File: src/rtl/seg7_pkg.sv
// Shared constants for the 7-segment scan driver: idle pin levels, digit
// count, slot phase encodings and the anode one-cold helper.
// Optional feature macro used by this slice: SEG7_DIM_EN (PWM brightness).
package seg7_pkg;

  // Number of digits on the display.
  localparam int NDIG = 4;
  localparam int IDXW = $clog2(NDIG);

  // Active-low idle levels: all segments dark, all anodes released.
  localparam logic [6:0] SEG_BLANK = 7'h7F;
  localparam logic [3:0] AN_OFF    = 4'b1111;

  // Slot phase encodings.
  localparam logic [0:0] ST_BLANK = 1'b0;
  localparam logic [0:0] ST_SHOW  = 1'b1;

  // One segment vector, {g,f,e,d,c,b,a}, active-low.
  typedef logic [6:0] seg_t;

  // Anode enable pattern with only the selected digit driven low.
  function automatic logic [NDIG-1:0] an_select(input logic [IDXW-1:0] idx);
    logic [NDIG-1:0] one_hot;
    one_hot   = '0;
    one_hot[idx] = 1'b1;
    an_select = ~one_hot;
  endfunction

endpackage

File: src/rtl/seg7_slot_timer.sv
// Slot timer for the scan driver. cnt/idx name the slot position that the
// output registers load on the next clock edge, so the registered pins always
// line up with the position described here (cnt=0, idx=0 is the first pin
// cycle after reset). A small BLANK/SHOW phase FSM tracks the blanking gap.
module seg7_slot_timer
  import seg7_pkg::*;
#(
  parameter int DIGIT_CYCLES = 100000,
  parameter int BLANK_CYCLES = 200
) (
  input  logic            clk100_i,
  input  logic            rst_i,
  output logic            slot_start,
  output logic            in_blank,
  output logic [IDXW-1:0] idx
);

  localparam int CW = (DIGIT_CYCLES > 2) ? $clog2(DIGIT_CYCLES) : 1;
  localparam logic [CW-1:0] CNT_LAST = CW'(DIGIT_CYCLES - 1);

  logic [CW-1:0] cnt;
  logic          slot_end;

  assign slot_end   = (cnt == CNT_LAST);
  assign slot_start = (cnt == '0);

  // Cycle counter within a slot; the digit index advances on each wrap.
  always_ff @(posedge clk100_i) begin
    if (rst_i) begin
      cnt <= '0;
      idx <= '0;
    end else if (slot_end) begin
      cnt <= '0;
      idx <= idx + IDXW'(1);
    end else begin
      cnt <= cnt + CW'(1);
    end
  end

  generate
    if (BLANK_CYCLES > 0) begin : g_blank
      localparam logic [CW-1:0] BLANK_LAST = CW'(BLANK_CYCLES - 1);

      logic [0:0] state;

      // Phase FSM: every slot opens in BLANK, moves to SHOW after the last
      // blank cycle and returns to BLANK when the slot wraps.
      always_ff @(posedge clk100_i) begin
        if (rst_i) begin
          state <= ST_BLANK;
        end else if (slot_end) begin
          state <= ST_BLANK;
        end else if (cnt == BLANK_LAST) begin
          state <= ST_SHOW;
        end
      end

      assign in_blank = (state == ST_BLANK);
    end else begin : g_no_blank
      // No blanking gap: every position of every slot is SHOW.
      assign in_blank = 1'b0;
    end
  endgenerate

endmodule

File: src/rtl/seg7_scan_driver.sv
// Time-multiplexes four active-low segment vectors onto a common-anode
// display. A coherent snapshot of all four digits is taken at the start of
// each refresh frame, each digit slot starts with a blanking gap, and every
// pin is registered (no input-to-output combinational path).
// Optional feature: SEG7_DIM_EN adds dim_i and a 3-bit PWM that gates the
// anode during SHOW (drive while pwm <= dim_i).
module seg7_scan_driver
  import seg7_pkg::*;
#(
  parameter int DIGIT_CYCLES = 100000,
  parameter int BLANK_CYCLES = 200
) (
  input  logic       clk100_i,
  input  logic       rst_i,
  input  logic [6:0] hex0_i,
  input  logic [6:0] hex1_i,
  input  logic [6:0] hex2_i,
  input  logic [6:0] hex3_i,
  output logic [3:0] an_o,
  output logic [6:0] seg_o,
  output logic       frame_o
`ifdef SEG7_DIM_EN
  ,
  input  logic [2:0] dim_i
`endif
);

  logic            slot_start;
  logic            in_blank;
  logic [IDXW-1:0] idx;
  logic            frame_start;
  logic            drive_on;
  seg_t            cur_seg;
  seg_t            snap [NDIG];
  logic [3:0]      an_next;
  seg_t            seg_next;

  seg7_slot_timer #(
    .DIGIT_CYCLES (DIGIT_CYCLES),
    .BLANK_CYCLES (BLANK_CYCLES)
  ) u_timer (
    .clk100_i   (clk100_i),
    .rst_i      (rst_i),
    .slot_start (slot_start),
    .in_blank   (in_blank),
    .idx        (idx)
  );

  // The frame opens at the first position of digit 0.
  assign frame_start = slot_start && (idx == '0);

  // Frame snapshot: all four digits are captured together so a value
  // changing mid-frame can never tear across digits.
  always_ff @(posedge clk100_i) begin
    if (rst_i) begin
      for (int i = 0; i < NDIG; i++) begin
        snap[i] <= SEG_BLANK;
      end
    end else if (frame_start) begin
      snap[0] <= hex0_i;
      snap[1] <= hex1_i;
      snap[2] <= hex2_i;
      snap[3] <= hex3_i;
    end
  end

`ifdef SEG7_DIM_EN
  logic [2:0] pwm;

  // Brightness PWM: counts through SHOW positions and restarts in BLANK so
  // every SHOW phase begins at pwm=0.
  always_ff @(posedge clk100_i) begin
    if (rst_i) begin
      pwm <= '0;
    end else if (in_blank) begin
      pwm <= '0;
    end else begin
      pwm <= pwm + 3'd1;
    end
  end

  assign drive_on = !in_blank && (pwm <= dim_i);
`else
  assign drive_on = !in_blank;
`endif

  // Next pin values. On the frame's first position the snapshot register is
  // being loaded in the same edge, so digit 0 is taken straight from hex0_i;
  // this only matters when there is no blanking gap.
  always_comb begin
    cur_seg  = snap[idx];
    an_next  = AN_OFF;
    seg_next = SEG_BLANK;
    if (frame_start) begin
      cur_seg = hex0_i;
    end
    if (drive_on) begin
      an_next  = an_select(idx);
      seg_next = cur_seg;
    end
  end

  // Output registers.
  always_ff @(posedge clk100_i) begin
    if (rst_i) begin
      an_o    <= AN_OFF;
      seg_o   <= SEG_BLANK;
      frame_o <= 1'b0;
    end else begin
      an_o    <= an_next;
      seg_o   <= seg_next;
      frame_o <= frame_start;
    end
  end

endmodule

File: config.mk
export PLATFORM = sky130hd
export DESIGN_NAME = seg7_scan_driver
export DESIGN_NICKNAME = d
export VERILOG_FILES = /design/src/rtl/seg7_pkg.sv /design/src/rtl/seg7_slot_timer.sv /design/src/rtl/seg7_scan_driver.sv
export SDC_FILE = /design/constraint.sdc
export NUM_CORES = 1
export LEC_CHECK = 0
export ABC_AREA = 1
export BUFFER_PORTS_ARGS = -buffer_cell sky130_fd_sc_hd__buf_2
export CAP_MARGIN = 20
export CORE_MARGIN = 8
export CORE_UTILIZATION = 61
export DETAILED_ROUTE_END_ITERATION = 7
export PLACE_DENSITY = 0.84
export SYNTH_ARGS = -nofsm -noshare
export SYNTH_HDL_FRONTEND = slang
export SYNTH_HIERARCHICAL = 1
export SYNTH_SLANG_ARGS = --single-unit
export TNS_END_PERCENT = 5
File: constraint.sdc
create_clock -name clk100_i -period 5.99 [get_ports clk100_i]
set_input_delay 0 -clock clk100_i [delete_from_list [all_inputs] [get_ports clk100_i]]
set_output_delay 0 -clock clk100_i [all_outputs]
set_load 0.05 [all_outputs]
Word-level counts from Yosys, hierarchy flattened
Memories as Yosys holds them, arrays and structs flattened. A register that Yosys moved wholly into a read port is not among the register bits.
Cells that the tools add are included.
{"block": "op_classes", "addsub": 2, "n_mul": 0, "n_div": 0, "magnitude_cmp": 2, "eq_ne": 2, "n_shift": 0, "mux": 11, "bitwise_logic": 6, "n_reduce_logical": 6}
{"cell": "two-way mux 7 bit", "count": 4}
{"cell": "adder 17 x 1 -> 17 bit (second input constant)", "count": 1}
{"cell": "equality test 17 bit (second input constant)", "count": 1}
{"cell": "equality test 17 x 8 -> 1 bit (second input constant)", "count": 1}
{"cell": "logical NOT 17 bit", "count": 1}
{"cell": "two-way mux 1 bit", "count": 6}
{"cell": "inverter 4 bit", "count": 1}
{"cell": "OR 1 bit", "count": 4}
{"cell": "OR reduction 2 bit", "count": 2}
{"cell": "less-than comparator 2 x 3 -> 1 bit (second input constant)", "count": 1}
{"cell": "adder 2 x 1 -> 2 bit (second input constant)", "count": 1}
{"cell": "demux 1 bit (select 2 bit)", "count": 1}
{"cell": "greater-or-equal comparator 2 x 1 -> 1 bit (second input constant)", "count": 1}
{"cell": "logical AND 1 bit", "count": 2}
{"cell": "logical NOT 2 bit", "count": 1}
{"cell": "inverter 1 bit", "count": 1}
{"block": "word_totals", "reg_bits": 25, "latchBits": 0, "ramBits": 28, "mem_bits_ro": 0, "output_inout_bits": 12, "word_cells": 35, "n_memories": 1}
{"memory": "snap", "words": 4, "width": 7, "read_ports": 1, "rd_clocked_by_memory_dff": 1, "wr": 4, "line_no": "seg7_scan_driver.sv:34", "source": "seg_t snap [NDIG];"}

Depth between registers and ports, before layout
{"block": "logic_depth", "ltp_word": 6, "mapped_depth": 9, "mapped_depth_nobuf": 9}

By module
Netlist, hierarchy kept.
{"module": "seg7_scan_driver", "instances": 1, "cells_per_inst": 185, "area_each_um2": 1755.4, "seq_area_each_um2": 1081.0}
{"module": "seg7_slot_timer", "instances": 1, "cells_per_inst": 162, "area_each_um2": 1084.8, "seq_area_each_um2": 400.4}

Worst setup path after synthesis
No wires, ideal clock.
{"block": "synth_path", "path_type": "reg2reg", "startpoint": "reg u_timer.cnt[0]", "endpoint": "mem snap[0][0] (netlist bit), enable pin", "setup_ns": 0.452, "arrival_time_ns": 3.313, "setup_slack_ns": 2.225, "path_stages_with_launch": 7, "period_less_slack_ns": 3.765, "path_cell_list": "dfxtp_1 inv_1 ha_1 nand3_1 nor4_1 inv_1 o21ai_0"}
{"element": "start, declared", "line_no": "seg7_slot_timer.sv:21", "source": "logic [CW-1:0] cnt;"}
{"element": "start signal, assigned", "line_no": "seg7_slot_timer.sv:36", "source": "cnt <= cnt + CW'(1);"}
{"element": "end, declared", "line_no": "seg7_scan_driver.sv:34"}

==> flow_metrics.py <==
metrics = {
    "worst_setup_path": {
        "critPathBufInv": 0,
        "startpoint_type": "flop",
        "worstPathArrival_ns": 2.82,
        "endpoint_kind": "flop",
        "crit_chain": "nor2_1, nand3_1, nor4_1, nand3_2, or2_2",
        "endpoint": "snap[3][6]$_DFFE_PP_",
        "cpPeakStageDelay_ns": 0.83,
        "crit_path_max_fanout": 29,
        "rrSetupSlack_ns": 3.25,
        "reg2reg_to": "snap[3][6]$_DFFE_PP_",
        "crit_slowest_cell": "nor4_1",
        "r2r-start": "u_timer/cnt[10]$_SDFF_PP0_",
        "path_depth": 5,
        "crit_start": "u_timer/cnt[10]$_SDFF_PP0_",
        "cp.required_ns": 6.08,
        "cp_top_family": "simple AND/OR/NAND/NOR gates",
        "worstRegToRegCells": 5,
        "path_class": "reg -> reg",
    },
    "synth": {
        "seq_area_frac_synth_pct": 52.2,
        "ys_warn_count": 6,
        "syn_inst": 347,
        "yosysTopAreaCell": "edfxtp_1",
        "ys.flop_type": "dfxtp_1",
        "synth_top_area_share_pct": 29.6,
        "synthMuxAreaShare_pct": 0,
        "ys_types": 28,
        "synthAdderAreaFrac_pct": 0.881,
        "synth_edf_count": 28,
        "synth_compound_area_share_pct": 1.94,
        "synth-seq-cells": 60,
        "synth-simple-area-share_pct": 35.3,
        "avgSynthCellArea_sq_um": 8.19,
        "yosys.area_share.xor_xnor_pct": 1.85,
        "syn_area_sq_um": 2840,
        "syn_nets": 379,
        "synth_top_family_by_area": "simple AND/OR/NAND/NOR gates",
        "async_reset_ff_share_pct": 0,
        "synthTopCellsByArea": "edfxtp_1 (30%), dfxtp_1 (23%), nand2_1 (16%)",
    },
    "cts": {
        "cts_resized": 0,
        "clock_latency_ns": 0.34,
        "cts_tree": "done",
        "htree_levels": 3,
        "cts_buffers": 9,
        "cts_setup_buffers": 0,
        "cts_sinks": 60,
        "ctsHoldBuffers": 28,
        "path_clk_slew_ns": 0.07,
        "cts_buffer_depth": 2,
        "clockRootBuffer": "clkbuf_8",
    },
    "routing": {
        "drt_drc_violations_left": 0,
        "drtPass1Iterations": 5,
        "drtAntennaViolNets": 0,
        "wl_met3_microns": 432,
        "viasPerCell": 5.10,
        "wl_met2_microns": 3290,
        "wl_met1_microns": 2760,
        "top_layer_used": "met4",
        "routed_wl_microns": 6650,
        "avgRoutedWirePerCell_microns": 13.9,
        "dr_total_vias": 2437,
        "first_iter_violations": 236,
    },
    "sta": {
        "finalSetupTns_ns": 0,
        "rsz0062_at_grt": "false",
        "slew_headroom_pct": 36.1,
        "fmax_ghz": 0.366,
        "fin_crit_sh_pct": 45.7,
        "drv_slew": 0,
        "finalHoldViolations": 0,
        "finClkSkew_ns": 0.0104,
        "worst_slew_pin_slew_ns": 0.950,
        "period_needed_ns": 2.74,
        "setup_viol": 0,
        "hold_ws_ns": 0.00516,
    },
    "job": {
        "max-cap-violations": 0,
    },
    "floorplanning": {
        "num_io_pins": 42,
        "fp-row-count": 25,
        "die_area_sq_um": 7100,
        "dieHeight_microns": 84.2,
        "initial_core_util_pct": 61.8,
        "core_sq_um": 4600,
        "dieWidth_microns": 84.2,
    },
    "cells_and_area": {
        "final_common_cell": "nand2_1",
        "drive_gt1_share_pct": 18.9,
        "final_cell_mix": "nand2_1 (120), buf_2 (41), inv_1 (39)",
        "syn_to_final_growth_pct": 23.5,
        "diodes": 0,
        "fin_nets": 451,
    },
    "power": {
        "p_int_w": 0.000645,
        "p_switching_w": 0.000211,
        "ir_drop_mv": 0.209,
        "p_leak_nw": 1.48,
        "p_per_area_nw_per_um2": 244,
        "power_frac_clock_pct": 37.5,
        "swShare_pct": 24.7,
        "comb_power_share_pct": 9.3,
        "seqPwrFrac_pct": 53.1,
    },
    "placement": {
        "portBuffers": 41,
        "dp_hpwl_microns": 4110,
        "gp_congestion": 0.894,
    },
    "global_routing": {
        "grt_max_degree": 30,
        "antenna_found_initial": 0,
        "track_usage_pct": 19.4,
        "grt_pass1_vias": 2468,
        "overflow": 0,
        "grt_first_pass_wirelength_microns": 11000,
    },
    "run_status": {
        "status": "complete, no violations",
    },
    "min_path": {
        "hp-class": "in -> reg",
    },
}
==> Yosys cell counts, types with 2 or more instances <==
cell	count
xor2_1	6
or2_1	10
buf_6	4
nand4_1	8
dfxtp_1	32
a21oi_1	5
o21ai_0	5
nor2_4	2
buf_4	2
nor2_1	35
or2_2	11
ha_1	2
nand3_2	2
nand2_1	120
nand3_1	24
edfxtp_1	28
buf_2	2
inv_1	39
==> routing by layer <==
layer  GRT usage [%]  vias to the layer above
li1                -                     1235
met1            21.5                     1100
met2            32.4                       83
met3            5.61                       19
met4            10.8                        0
met5               0                        -
==> power groups by stage <==
| stage | logic, W | clock network [W] | registers, W |
|---|---|---|---|
| floorplan | 0.0000429 | 0 | 0.000466 |
| global placement | 0.0000602 | 0 | 0.000463 |
| detailed placement | 0.0000627 | 0 | 0.000464 |
| CTS | 0.0000768 | 0.000326 | 0.000455 |
| global route | 0.0000886 | 0.000347 | 0.000456 |
| finish | 0.0000799 | 0.000321 | 0.000455 |
==> cell families after synthesis <==
family / after synthesis
adders and majority gates: 2
AOI/OAI and AO/OA: 11
and+or+nand+nor: 219
xor gates and xnor gates: 6
buffers and inverters: 49
DFF: 60
==> cell type report <==
class | instances | area [sq um]
Timing Repair Buffer | 70 | 493
Fill cell | 310 | 1090
Tap cell | 54 | 67.6
Clock buffer | 10 | 138
Clock inverter | 6 | 38.8
Sequential cell | 60 | 1480
Inverter | 40 | 150
Multi-Input combinational cell | 238 | 1140
==> tightest hold or removal path, delay by kind of cell <==
kind / cells / cell delay [ns]
AND/OR/NAND/NOR: 1 / 0.10
buffers and inverters: 2 / 0.12
==> how the worst min path moves through the flow <==
stage	slack [ns]	depth (start not counted)	from	endpoint
5_1_grt	0.009	3	hex0_i[3]	snap[0][3]$_SDFFCE_PP1P_
2_1_floorplan	0.07	1	rst_i	u_timer/idx[0]$_SDFFE_PP0N_
3_3_place_gp	0.24	2	rst_i	u_timer/idx[0]$_SDFFE_PP0N_
3_5_place_dp	0.24	3	hex0_i[0]	seg_o[0]$_SDFF_PP1_
6_report	0.005	3	hex0_i[3]	snap[0][3]$_SDFFCE_PP1P_
4_1_cts	0.001	3	hex0_i[3]	snap[0][3]$_SDFFCE_PP1P_
==> sequential cells by signal, summed over array words and instances, names as in the netlist <==
signal / cells
u_timer/cnt: 17
snap: 28
an_o: 4
u_timer/idx: 2
frame_o: 1
u_timer/g_blank.state: 1
seg_o: 7
==> through the flow <==
stage | setup WS [ns] | power [W] | area [sq um] | util, % | instances
final | 3.25 | 0.000856 | 3510 | 76.3 | 478
after global routing | 3.00 | 0.000892 | 3510 | 76.3 | 478
after detailed placement | 3.32 | 0.000527 | 3050 | 66.3 | 434
after floorplan | 2.23 | 0.000509 | 2840 | - | 347
after global placement | 3.46 | 0.000523 | 3050 | 66.3 | 434
after CTS | 3.31 | 0.000857 | 3510 | 76.3 | 478
(Power assumes the default switching activity.)
